File: src/rtl/seg_pkg.sv
// Shared constants for the 7-segment scan controller: blanking patterns,
// hex-to-segment table (active-low {g,f,e,d,c,b,a}) and FSM state encoding.
package seg_pkg;

  localparam logic [6:0] SEG_BLANK = 7'b1111111;
  localparam logic [3:0] AN_OFF    = 4'b1111;

  // Entry i holds the pattern for hex digit i (index 15 listed first).
  localparam logic [15:0][6:0] HEX_SEG = {
    7'b0001110,  // F
    7'b0000110,  // E
    7'b0100001,  // d
    7'b1000110,  // C
    7'b0000011,  // b
    7'b0001000,  // A
    7'b0010000,  // 9
    7'b0000000,  // 8
    7'b1111000,  // 7
    7'b0000010,  // 6
    7'b0010010,  // 5
    7'b0011001,  // 4
    7'b0110000,  // 3
    7'b0100100,  // 2
    7'b1111001,  // 1
    7'b1000000   // 0
  };

  typedef enum logic {
    ST_GAP = 1'b0,
    ST_ON  = 1'b1
  } state_t;

endpackage

File: src/rtl/hex_to_seg7.sv
// Combinational hex nibble to active-low 7-segment pattern decode.
module hex_to_seg7
  import seg_pkg::*;
(
  input  logic [3:0] hex,
  output logic [6:0] seg_c
);

  always_comb seg_c = HEX_SEG[hex];

endmodule

File: src/rtl/seg_scan_ctrl.sv
// 4-digit common-anode 7-segment scanner with anti-ghost gaps, frame-aligned
// value commits and optional leading-zero blanking.
module seg_scan_ctrl
  import seg_pkg::*;
#(
  parameter int unsigned DWELL_CYCLES = 100000,
  parameter int unsigned GAP_CYCLES   = 1000
) (
  input  logic        clk,
  input  logic        reset,
  input  logic        load,
  input  logic [15:0] value,
  input  logic        lzb,
  output logic [3:0]  an,
  output logic [6:0]  seg,
  output logic        frame_done,
  output logic        upd_done
);

  localparam int unsigned MAX_CYC = (DWELL_CYCLES > GAP_CYCLES) ? DWELL_CYCLES : GAP_CYCLES;
  localparam int unsigned CNT_W   = $clog2(MAX_CYC + 1);
  localparam logic [CNT_W-1:0] DWELL_LAST = CNT_W'(DWELL_CYCLES - 1);
  localparam logic [CNT_W-1:0] GAP_LAST   = CNT_W'(GAP_CYCLES - 1);

  state_t           state, state_n;
  logic [CNT_W-1:0] cnt, cnt_n;
  logic [1:0]       digit, digit_n;
  logic [15:0]      disp_reg, pend_reg;
  logic             pend_flag;
  logic [3:0]       an_n;
  logic [6:0]       seg_n;
  logic             frame_n, upd_n;
  logic             commit_c;
  logic [3:0]       nibble_c;
  logic [15:0]      upper_c;
  logic             blank_c;
  logic [6:0]       dec_seg_c;

  // Current digit's nibble and whether it falls in the leading-zero run.
  always_comb begin
    nibble_c = disp_reg[{digit, 2'b00} +: 4];
    upper_c  = disp_reg >> {digit, 2'b00};
    blank_c  = lzb && (digit != 2'd0) && (upper_c == 16'h0000);
  end

  hex_to_seg7 u_dec (
    .hex   (nibble_c),
    .seg_c (dec_seg_c)
  );

  // Next-state and next-output logic; digit is already the upcoming one during GAP.
  always_comb begin
    state_n  = state;
    cnt_n    = cnt + CNT_W'(1);
    digit_n  = digit;
    an_n     = AN_OFF;
    seg_n    = SEG_BLANK;
    frame_n  = 1'b0;
    upd_n    = 1'b0;
    commit_c = 1'b0;
    case (state)
      ST_GAP: begin
        if (cnt == GAP_LAST) begin
          state_n = ST_ON;
          cnt_n   = '0;
        end
      end
      ST_ON: begin
        if (cnt == DWELL_LAST) begin
          state_n = ST_GAP;
          cnt_n   = '0;
          digit_n = digit + 2'd1;
          if (digit == 2'd3) begin
            commit_c = 1'b1;
            frame_n  = 1'b1;
            upd_n    = pend_flag;
          end
        end
      end
      default: begin
        state_n = ST_GAP;
        cnt_n   = '0;
      end
    endcase
    if (state_n == ST_ON && !blank_c) begin
      an_n  = ~(4'b0001 << digit);
      seg_n = dec_seg_c;
    end
  end

  always_ff @(posedge clk or posedge reset) begin
    if (reset) begin
      state      <= ST_GAP;
      cnt        <= '0;
      digit      <= 2'd0;
      an         <= AN_OFF;
      seg        <= SEG_BLANK;
      frame_done <= 1'b0;
      upd_done   <= 1'b0;
    end else begin
      state      <= state_n;
      cnt        <= cnt_n;
      digit      <= digit_n;
      an         <= an_n;
      seg        <= seg_n;
      frame_done <= frame_n;
      upd_done   <= upd_n;
    end
  end

  // A load on the commit edge is kept pending; the commit takes the older value.
  always_ff @(posedge clk or posedge reset) begin
    if (reset) begin
      disp_reg  <= 16'h0000;
      pend_reg  <= 16'h0000;
      pend_flag <= 1'b0;
    end else begin
      if (commit_c && pend_flag) begin
        disp_reg <= pend_reg;
      end
      if (load) begin
        pend_reg  <= value;
        pend_flag <= 1'b1;
      end else if (commit_c) begin
        pend_flag <= 1'b0;
      end
    end
  end

endmodule

File: config.mk
export PLATFORM = sky130hd
export DESIGN_NAME = seg_scan_ctrl
export DESIGN_NICKNAME = d
export VERILOG_FILES = /design/src/rtl/seg_pkg.sv /design/src/rtl/hex_to_seg7.sv /design/src/rtl/seg_scan_ctrl.sv
export SDC_FILE = /design/constraint.sdc
export NUM_CORES = 1
export LEC_CHECK = 0
export BUFFER_PORTS_ARGS = -buffer_cell sky130_fd_sc_hd__buf_4
export CAP_MARGIN = 20
export CORE_MARGIN = 4
export CORE_UTILIZATION = 52
export CTS_CLUSTER_DIAMETER = 40
export DETAILED_ROUTE_END_ITERATION = 10
export PLACE_DENSITY = 0.75
export SYNTH_ARGS = -nofsm -noshare
export SYNTH_HDL_FRONTEND = slang
export SYNTH_SLANG_ARGS = --single-unit
File: constraint.sdc
create_clock -name clk -period 2.15 [get_ports clk]
set_input_delay 0.43 -clock clk [delete_from_list [all_inputs] [get_ports clk]]
set_output_delay 0.43 -clock clk [all_outputs]
set_load 0.05 [all_outputs]
==> summary.txt, run 1 <==
CP peak stage delay: 0.57 ns
Crit path required time: 2.38 ns
Warnings, synthesis: 0
CP bufs+invs: 1
Drt initial violations: 139
Io pins: 33
Data arrival, critical path: 2.30 ns
Fmax: 0.482 GHz
Peak VDD IR: 0.426 mV
Area Growth Syn to Fin: 21.5%
ANT nets after route: 0
Clock sinks: 66
Residual DRC: 0
Max reg flops: 17
Total CTS buffers: 9
Setup Skew: 0.0110 ns
Sw Share: 21.6%
# port buffers: 32
Setup TNS: 0 ns
Sequential Power Share: 54.3%
Synth area leaders: dfrtp_1 44%, mux2_2 9.4%, dfstp_2 9.3%
Share of cells above drive strength 1: 42.7%
Initial antenna violation count: 0
Pre-antenna DRT Iters: 4
Vias: 2,063
Post-synthesis register bit count: 66
Cell breakdown of the critical path: or4_4 -> nor4_4 -> nand4_4 -> buf_12 -> mux2_4
Delay-heaviest family, CP: simple AND/OR/NAND/NOR gates
Vias in the first global route: 2,029
Tmin final: 2.07 ns
Leakage Power: 1.69 nW
Status: finished, final reports clean
Power, Total: 2.37 mW
Pwr/cell area: 628 mW/mm²
Total track usage: 17.6%
Synth cell count leaders: 55 x dfrtp_1, 26 x mux2_2, 14 x nand3_1, 13 x nor2_1, 12 x inv_1
Post-detail-place hpwl: 4130 µm
Psw: 0.513 mW
Yosys top cell by area: dfrtp_1
TritonCTS clock tree: built
Slowest CP cell: or4_4
Vias per cell: 5.62
CTS max path bufs: 2
HP Class: primary input to async pin
Final worst-path cycle share: 96.4%
Number of diodes: 0
Yosys top cell area share: 44.3%
Async SR Flop Fraction: 100%
Synth Flop Type: dfrtp_1
Starting Density: 55.1%
Setup slack, reg-to-reg: 0.08 ns
Rows: 27
First-pass GRT wire length: 9800 µm
Startpoint types: flop
Cells after DPL: 348
Clk slew on worst S/H paths: 0.07 ns
CTS root buf: clkbuf_8
Final Hold Vio Count: 0
RSZ-0062 raised after global routing: yes
Worst Path Max Fanout: 17
Die area: 0.00728 mm²
Largest net degree at the start of global routing: 32
Placer Congestion: 0.862
GR Overflow Total: 0
Die W: 85.3 µm
Slew @ Worst Pin: 0.477 ns
Net Count, Synth: 272
Syn avg cell area: 12.9 µm²
Setup crit end kind: flop
Register area share after synthesis: 53.6%
Max-slew headroom: 68.2%
Post-synthesis cell area: 0.00311 mm²
WL/cell: 16.1 µm
Final wirelength: 5900 µm
Final-report setup violation count: 0
Comb pwr share: 4.0%
Crit path kind: flop to flop
H-tree depth: 3
Util after Layout: 66.9%
Worst skew pair latency: 0.34 ns
Die height: 85.3 µm
CTS Hold Buffers Added: 0
Nets: 321
Clock share of power: 41.7%
Max cap viols: 0
Top-count cell post-synth: dfrtp_1
Post-synthesis cell count: 241
Core ar.: 0.00564 mm²
Internal: 1.86 mW
Netlist cell types: 45
Non-Filler Instances: 367
Number of synthesized flops with an enable pin: 0
Slew Viols, Final: 0
-- worst paths after layout --
path	startpoint	end	cells after the start
min reg2reg	cnt[0]	cnt[0]	1
max reg2reg	cnt[11]	disp_reg[5]	5
min	reset	cnt[3]	2
min in group clk	value[2]	pend_reg[2]	2
max in group asynchronous	reset	seg[4]	3
max	cnt[11]	disp_reg[5]	5
-- metrics by stage --
step	hold slack, ns	setup slack (ns)	cell area (µm²)
after floorplan	0.433	0.0261	3130
after global placement	0.446	0.0789	3520
after detailed placement	0.449	-0.0175	3520
after CTS	0.0949	0.00449	3720
after global routing	0.123	-0.0321	3780
final	0.0935	0.0768	3780
-- per-layer routing --
layer  vias up  GRT usage (%)  share of wire, %
met5         -              0                 0
met4         0           10.4               2.9
met3        18           4.47               5.1
met2        55           26.8                49
met1      1019           22.7                43
li1        971              -                 -
-- cell usage in the layout (no fill, tap or decap), types with 8 or more instances in the layout --
cell and instances:
inv_1 9, dfrtp_1 54, mux2_2 26, ha_1 10, nor2_1 13, nand3_1 14
clkbuf_8 9, nand2_1 8, dfstp_2 11, mux2_4 9, buf_4 45, xnor2_1 9
-- power by group through the flow --
stage / clock, mW / sequential (mW) / combinational (mW)
5_1_grt: 1.07 / 1.29 / 0.107
3_3_place_gp: 0 / 1.31 / 0.0940
2_1_floorplan: 0 / 1.31 / 0.0553
6_report: 0.989 / 1.29 / 0.0939
3_5_place_dp: 0 / 1.31 / 0.0969
4_1_cts: 1.02 / 1.29 / 0.0972
-- timing repair --
item	in CTS	in global routing
buffers inserted	0	2
resized for setup	2	7
cloned	0	1
pin swaps	0	2
endpoints found under the setup margin	6	11
hold endpoints to repair	0	0
-- layout make-up --
| cell class | count | area (µm²) |
|---|---|---|
| clock inverters | 5 | 55.1 |
| well taps | 72 | 90.1 |
| flip-flops and latches | 66 | 1670 |
| multi-input cells | 154 | 1410 |
| repair buffers | 47 | 378 |
| clock buffers | 11 | 131 |
| fillers | 413 | 1870 |
| inverters | 12 | 50.0 |
-- cells by family (layout without fill, tap and decap cells) --
kind of cell,after synthesis,in the layout,synth area share (%)
AND/OR/NAND/NOR,68,68,13.1
buffers and inverters,22,75,2.98
flip-flops,66,66,53.6
adder cells (fa/ha/maj),11,11,4.43
AO/OA/AOI/OAI,16,17,3.78
XOR/XNOR,16,16,4.51
multiplexers,42,42,17.6
(Power assumes the default switching activity.)
==> run 2: changes to the inputs <==
- PLACE_DENSITY: 0.75 -> 0.71
- TNS_END_PERCENT: default -> 100
==> run 2 against run 1 <==
Core utilization rose by 1.4 points. Worst hold slack improved by 0.062 ns. Sequential power barely moved. Cell area rose by 2.0%. Fmax fell by 0.18%. Final cell count did not move. First-iteration DRC count fell by 1.4%. Largest cell class unchanged. Highest routed layer unchanged.
==> summary.txt, run 2 (same netlist as run 1, synthesis figures left out) <==
First-pass GRT wire length: 9540 µm (-2.7%)
Setup Skew: 0.00758 ns (-0.00340 ns)
Drt initial violations: 137 (-1.4%)
CP peak stage delay: 0.56 ns (about the same)
Worst hold slack: 0.155 ns (+0.0618 ns)
Setup crit end kind: flop
Post-detail-place hpwl: 3790 µm (-8.0%)
Commonest non-fill, non-tap cells in the layout: 55 x dfrtp_1, 45 x buf_4, 26 x mux2_2
Max-slew headroom: 69.2% (+0.95 points)
Die area: 0.00728 mm² (unchanged)
Clk slew on worst S/H paths: 0.07 ns (about the same)
TritonCTS clock tree: built
Core ar.: 0.00564 mm² (unchanged)
Slew @ Worst Pin: 0.462 ns (-0.0142 ns)
Status: finished, final reports clean
Util after Layout: 68.3% (+1.4 points)
H-tree depth: 3 (unchanged)
GR Overflow Total: 0 (unchanged)
Fmax: 0.481 GHz (-0.18%)
Tmin final: 2.08 ns (+0.00380 ns)
Total track usage: 16.9% (-0.70 points)
Crit path kind: flop to flop
# port buffers: 32 (unchanged)
Power, Total: 2.75 mW (+16%)
HP Class: primary input to async pin
Data arrival, critical path: 2.33 ns (+0.03 ns)
Residual DRC: 0 (unchanged)
Pwr/cell area: 714 mW/mm² (+14%)
Rows: 27 (unchanged)
Peak VDD IR: 0.437 mV (+2.7%)
Cell breakdown of the critical path: mux4_2 -> inv_4 -> ha_4 -> nor4b_4 -> nand2_2 -> a211o_4 -> o2111ai_1
Number of diodes: 0 (unchanged)
Final worst-path cycle share: 96.6% (+0.18 points)
Vias in the first global route: 1,949 (-3.9%)
Leakage Power: 1.73 nW (+2.5%)
Max reg flops: 17 (unchanged)
Largest net degree at the start of global routing: 67 (+110%)
Commonest non-fill, non-tap cell in the layout: dfrtp_1
Total CTS buffers: 9 (unchanged)
CTS max path bufs: 2 (unchanged)
Comb pwr share: 3.4% (-0.6 points)
Vias per cell: 5.61 (-0.24%)
Delay-heaviest family, CP: multiplexers
Crit path required time: 2.40 ns (+0.02 ns)
Internal: 2.24 mW (+21%)
Placer Congestion: 0.861 (-0.13%)
Worst skew pair latency: 0.34 ns (about the same)
Die height: 85.3 µm (unchanged)
ANT nets after route: 0 (unchanged)
Final Hold Vio Count: 0 (unchanged)
Sw Share: 18.5% (-3.2 points)
Io pins: 33 (unchanged)
Final-report setup violation count: 0 (unchanged)
Max cap viols: 0 (unchanged)
WL/cell: 15.7 µm (-2.3%)
Share of cells above drive strength 1: 42.7% (unchanged)
Clock share of power: 49.8% (+8.1 points)
Startpoint types: flop
Clock sinks: 66 (unchanged)
Die W: 85.3 µm (unchanged)
Psw: 0.508 mW (-0.92%)
Area Growth Syn to Fin: 24.0%
Nets: 321 (unchanged)
Starting Density: 55.1% (unchanged)
Final wirelength: 5760 µm (-2.3%)
CP bufs+invs: 1 (unchanged)
Vias: 2,058 (-0.24%)
Worst Path Max Fanout: 6 (-11)
Initial antenna violation count: 0 (unchanged)
CTS root buf: clkbuf_8
Sequential Power Share: 46.8% (-7.5 points)
Setup TNS: 0 ns (unchanged)
Number of fill cells: 410 (-0.73%)
Pre-antenna DRT Iters: 4 (unchanged)
Slowest CP cell: mux4_2
Slew Viols, Final: 0 (unchanged)
run 2: what timing repair did:
item / 4_1_cts / 5_1_grt
setup endpoints to repair: 1 / 11
setup buffers: 0 / 4
resized for setup: 1 / 6
gates cloned: 0 / 1
pin swaps: 0 / 1
hold buffers: 0 / 0
run 2: metal layers:
metal	global-route usage (%)	vias up	share of wire (%)
li1	-	968	-
met1	23.0	1019	44
met2	24.4	58	48
met3	4.95	13	5.4
met4	8.78	0	2.4
met5	0	-	0
run 2: path summary, 6_finish.rpt:
check	start	to	slack, ns	cells after the start
min	reset	pend_reg[10]	0.16	3
min reg2reg	cnt[0]	cnt[0]	0.46	1
min in group clk	value[5]	pend_reg[5]	0.32	2
max in group asynchronous	reset	seg[6]	1.68	3
max	digit[0]	seg[2]	0.07	7
max reg2reg	digit[0]	seg[2]	0.07	7
run 2: tightest hold or removal path, stage by stage:
cell and delay [ns]:
buf_4 0.11, inv_2 0.06, buf_12 0.29
run 2: layout make-up:
cell class	count	area, µm²	share of cell area [%]
Clock buffer	11	141	3.67
Tap cell	72	90.1	2.34
Sequential cell	66	1670	43.2
Multi-Input combinational cell	154	1410	36.5
Inverter	12	47.5	1.23
Clock inverter	5	125	3.25
Timing Repair Buffer	47	378	9.81
run 2: power groups by stage:
| stage | clock, mW | combinational [mW] | sequential (mW) |
|---|---|---|---|
| after floorplan | 0 | 0.0553 | 1.31 |
| after global placement | 0 | 0.0928 | 1.31 |
| after detailed placement | 0 | 0.0954 | 1.31 |
| after CTS | 1.40 | 0.0960 | 1.29 |
| after global routing | 1.47 | 0.104 | 1.29 |
| final | 1.37 | 0.0927 | 1.29 |
run 2: through the flow:
step,cells,cell area (µm²),worst slack [ns]
3_5_place_dp,346,3510,0.0329
3_3_place_gp,346,3510,0.0731
2_1_floorplan,241,3130,0.0261
5_1_grt,367,3850,-0.0273
4_1_cts,362,3780,0.0223
6_report,367,3850,0.0730
==> run 3: changes to the inputs <==
- CORE_UTILIZATION: 52 -> 40
- GPL_ROUTABILITY_DRIVEN: default -> 0
- PLACE_DENSITY: 0.71 -> 0.56
==> run 3 against run 2 <==
Power shrank 4.0%. Largest cell class unchanged. Global-route usage shrank 2.8 points. Cell area grew 0.55%. Sequential share of layout area shrank 0.21 points. First-iteration DRC count shrank 36%. Routed wire length grew 2.1%. Critical endpoint is now disp_reg[8].
==> summary.txt, run 3 (same netlist as run 1, synthesis figures left out) <==
TritonCTS clock tree: built
Drt initial violations: 87 (-36%)
CP peak stage delay: 0.56 ns (about the same)
Slew Viols, Final: 0 (unchanged)
Setup crit end kind: flop
Share of cells above drive strength 1: 43.9% (+1.2 points)
Crit path required time: 2.38 ns (-0.02 ns)
CTS max path bufs: 2 (unchanged)
Finished Cell Area: 0.00387 mm² (+0.55%)
GR Overflow Total: 0 (unchanged)
Startpoint types: flop
Vias in the first global route: 1,961 (+0.62%)
Initial antenna violation count: 0 (unchanged)
Pwr/cell area: 682 mW/mm² (-4.6%)
Max-slew headroom: 64.9% (-4.3 points)
Die height: 96.1 µm (+13%)
Data arrival, critical path: 2.31 ns (-0.02 ns)
Slew @ Worst Pin: 0.522 ns (+0.0592 ns)
Total track usage: 14.1% (-2.8 points)
Util after Layout: 52.3% (-16 points)
Vias: 1,968 (-4.4%)
Reg2reg start: cnt[11]
CTS Hold Buffers Added: 0 (unchanged)
Final Hold Vio Count: 0 (unchanged)
Vias per cell: 4.98 (-11%)
Worst hold slack: 0.154 ns (-0.00127 ns)
Critical Path Stages: 5 (-2)
Reg2Reg Depth: 5 (-2)
Total CTS buffers: 9 (unchanged)
Worst Path Max Fanout: 17 (+11)
Fmax: 0.482 GHz (about the same)
Nets: 322 (+0.31%)
Clock sinks: 66 (unchanged)
Metal3 WL: 240 µm (-23%)
Top routing layer used: met4
Io pins: 33 (unchanged)
Met2 wire len: 2710 µm (-3.0%)
Setup Skew: 0.00799 ns (+0.000411 ns)
Crit path kind: flop to flop
Rows: 31 (+15%)
Status: finished, final reports clean
Peak VDD IR: 0.500 mV (+14%)
Core ar.: 0.00741 mm² (+31%)
WL/cell: 14.9 µm (-5.2%)
HP Class: primary input to async pin
Leakage Power: 1.73 nW (-0.25%)
R2R Path End: disp_reg[8]
Setup slack, reg-to-reg: 0.07 ns (about the same)
Setup crit end: disp_reg[8]
CTS root buf: clkbuf_8
Slowest CP cell: or4_4
Area Growth Syn to Fin: 24.6%
Worst skew pair latency: 0.34 ns (about the same)
First-pass GRT wire length: 9800 µm (+2.8%)
Final-report setup violation count: 0 (unchanged)
Commonest non-fill, non-tap cells in the layout: 54 x dfrtp_1, 46 x buf_4, 26 x mux2_2
Die area: 0.00924 mm² (+27%)
Number of diodes: 0 (unchanged)
Met1 Wirelength: 2840 µm (+13%)
Delay-heaviest family, CP: simple AND/OR/NAND/NOR gates
H-tree depth: 3 (unchanged)
RSZ-0062 raised after global routing: yes
Residual DRC: 0 (unchanged)
Post-detail-place hpwl: 3980 µm (+4.9%)
Starting Density: 42.0% (-13 points)
Max reg flops: 17 (unchanged)
Final worst-path cycle share: 96.6% (about the same)
Clk slew on worst S/H paths: 0.07 ns (about the same)
CP bufs+invs: 1 (unchanged)
Max cap viols: 0 (unchanged)
# port buffers: 32 (unchanged)
Tmin final: 2.08 ns (-0.000344 ns)
Commonest non-fill, non-tap cell in the layout: dfrtp_1
Cell breakdown of the critical path: or4_4 -> nor4_4 -> nand4_4 -> buf_12 -> mux2_4
Placed cell area: 0.00357 mm² (+1.8%)
Final wirelength: 5880 µm (+2.1%)
Pre-antenna DRT Iters: 4 (unchanged)
Largest net degree at the start of global routing: 67 (unchanged)
ANT nets after route: 0 (unchanged)
Worst Setup SP: cnt[11]
Die W: 96.1 µm (+13%)
run 3: per-layer routing:
layer	vias up	global-route usage, %
li1	970	-
met1	949	19.4
met2	40	20.4
met3	9	5.00
met4	0	5.33
met5	-	0
run 3: how the worst min path moves through the flow:
| stage | to | slack, ns | cells after the start |
|---|---|---|---|
| 2_1_floorplan | cnt[0] | 0.43 | 1 |
| 3_3_place_gp | cnt[0] | 0.44 | 1 |
| 3_5_place_dp | cnt[0] | 0.45 | 1 |
| 4_1_cts | disp_reg[9] | 0.16 | 3 |
| 5_1_grt | pend_reg[15] | 0.17 | 3 |
| 6_report | pend_reg[10] | 0.15 | 3 |
run 3: worst min-delay path, cell delays in order:
cell and delay, ns:
buf_4 0.11, inv_2 0.05, buf_12 0.30
run 3: stage by stage:
stage | TNS, ns | cells | total power [mW] | setup slack [ns]
after global routing | -0.00843 | 395 | 2.75 | -0.00346
after CTS | 0 | 393 | 2.68 | 0.0140
final | 0 | 395 | 2.64 | 0.0734
after floorplan | 0 | 241 | 1.36 | 0.0261
after detailed placement | -0.114 | 377 | 1.41 | -0.0564
after global placement | -0.00103 | 377 | 1.40 | -0.00103
run 3: what timing repair did:
item | 4_1_cts | 5_1_grt
hold endpoints to repair | 0 | 0
gates resized for setup | 2 | 6
pin swaps | 0 | 3
setup endpoints to repair | 4 | 16
gates cloned | 0 | 1
setup buffers | 0 | 1
run 3: final cells by class:
class                   count  area [µm²]
flip-flops and latches     66        1670
fillers                   653        3530
inverters                  12        45.0
clock inverters             7         118
multi-input cells         154        1410
well taps                  99         124
clock buffers               9         124
repair buffers             48         385
run 3: power breakdown:
group | leakage, nW | internal, mW | switching, mW
Combinational | 0.780 | 0.0530 | 0.0400
Clock | 0.123 | 0.770 | 0.491
Sequential | 0.827 | 1.27 | 0.0151
Total | 1.73 | 2.09 | 0.546
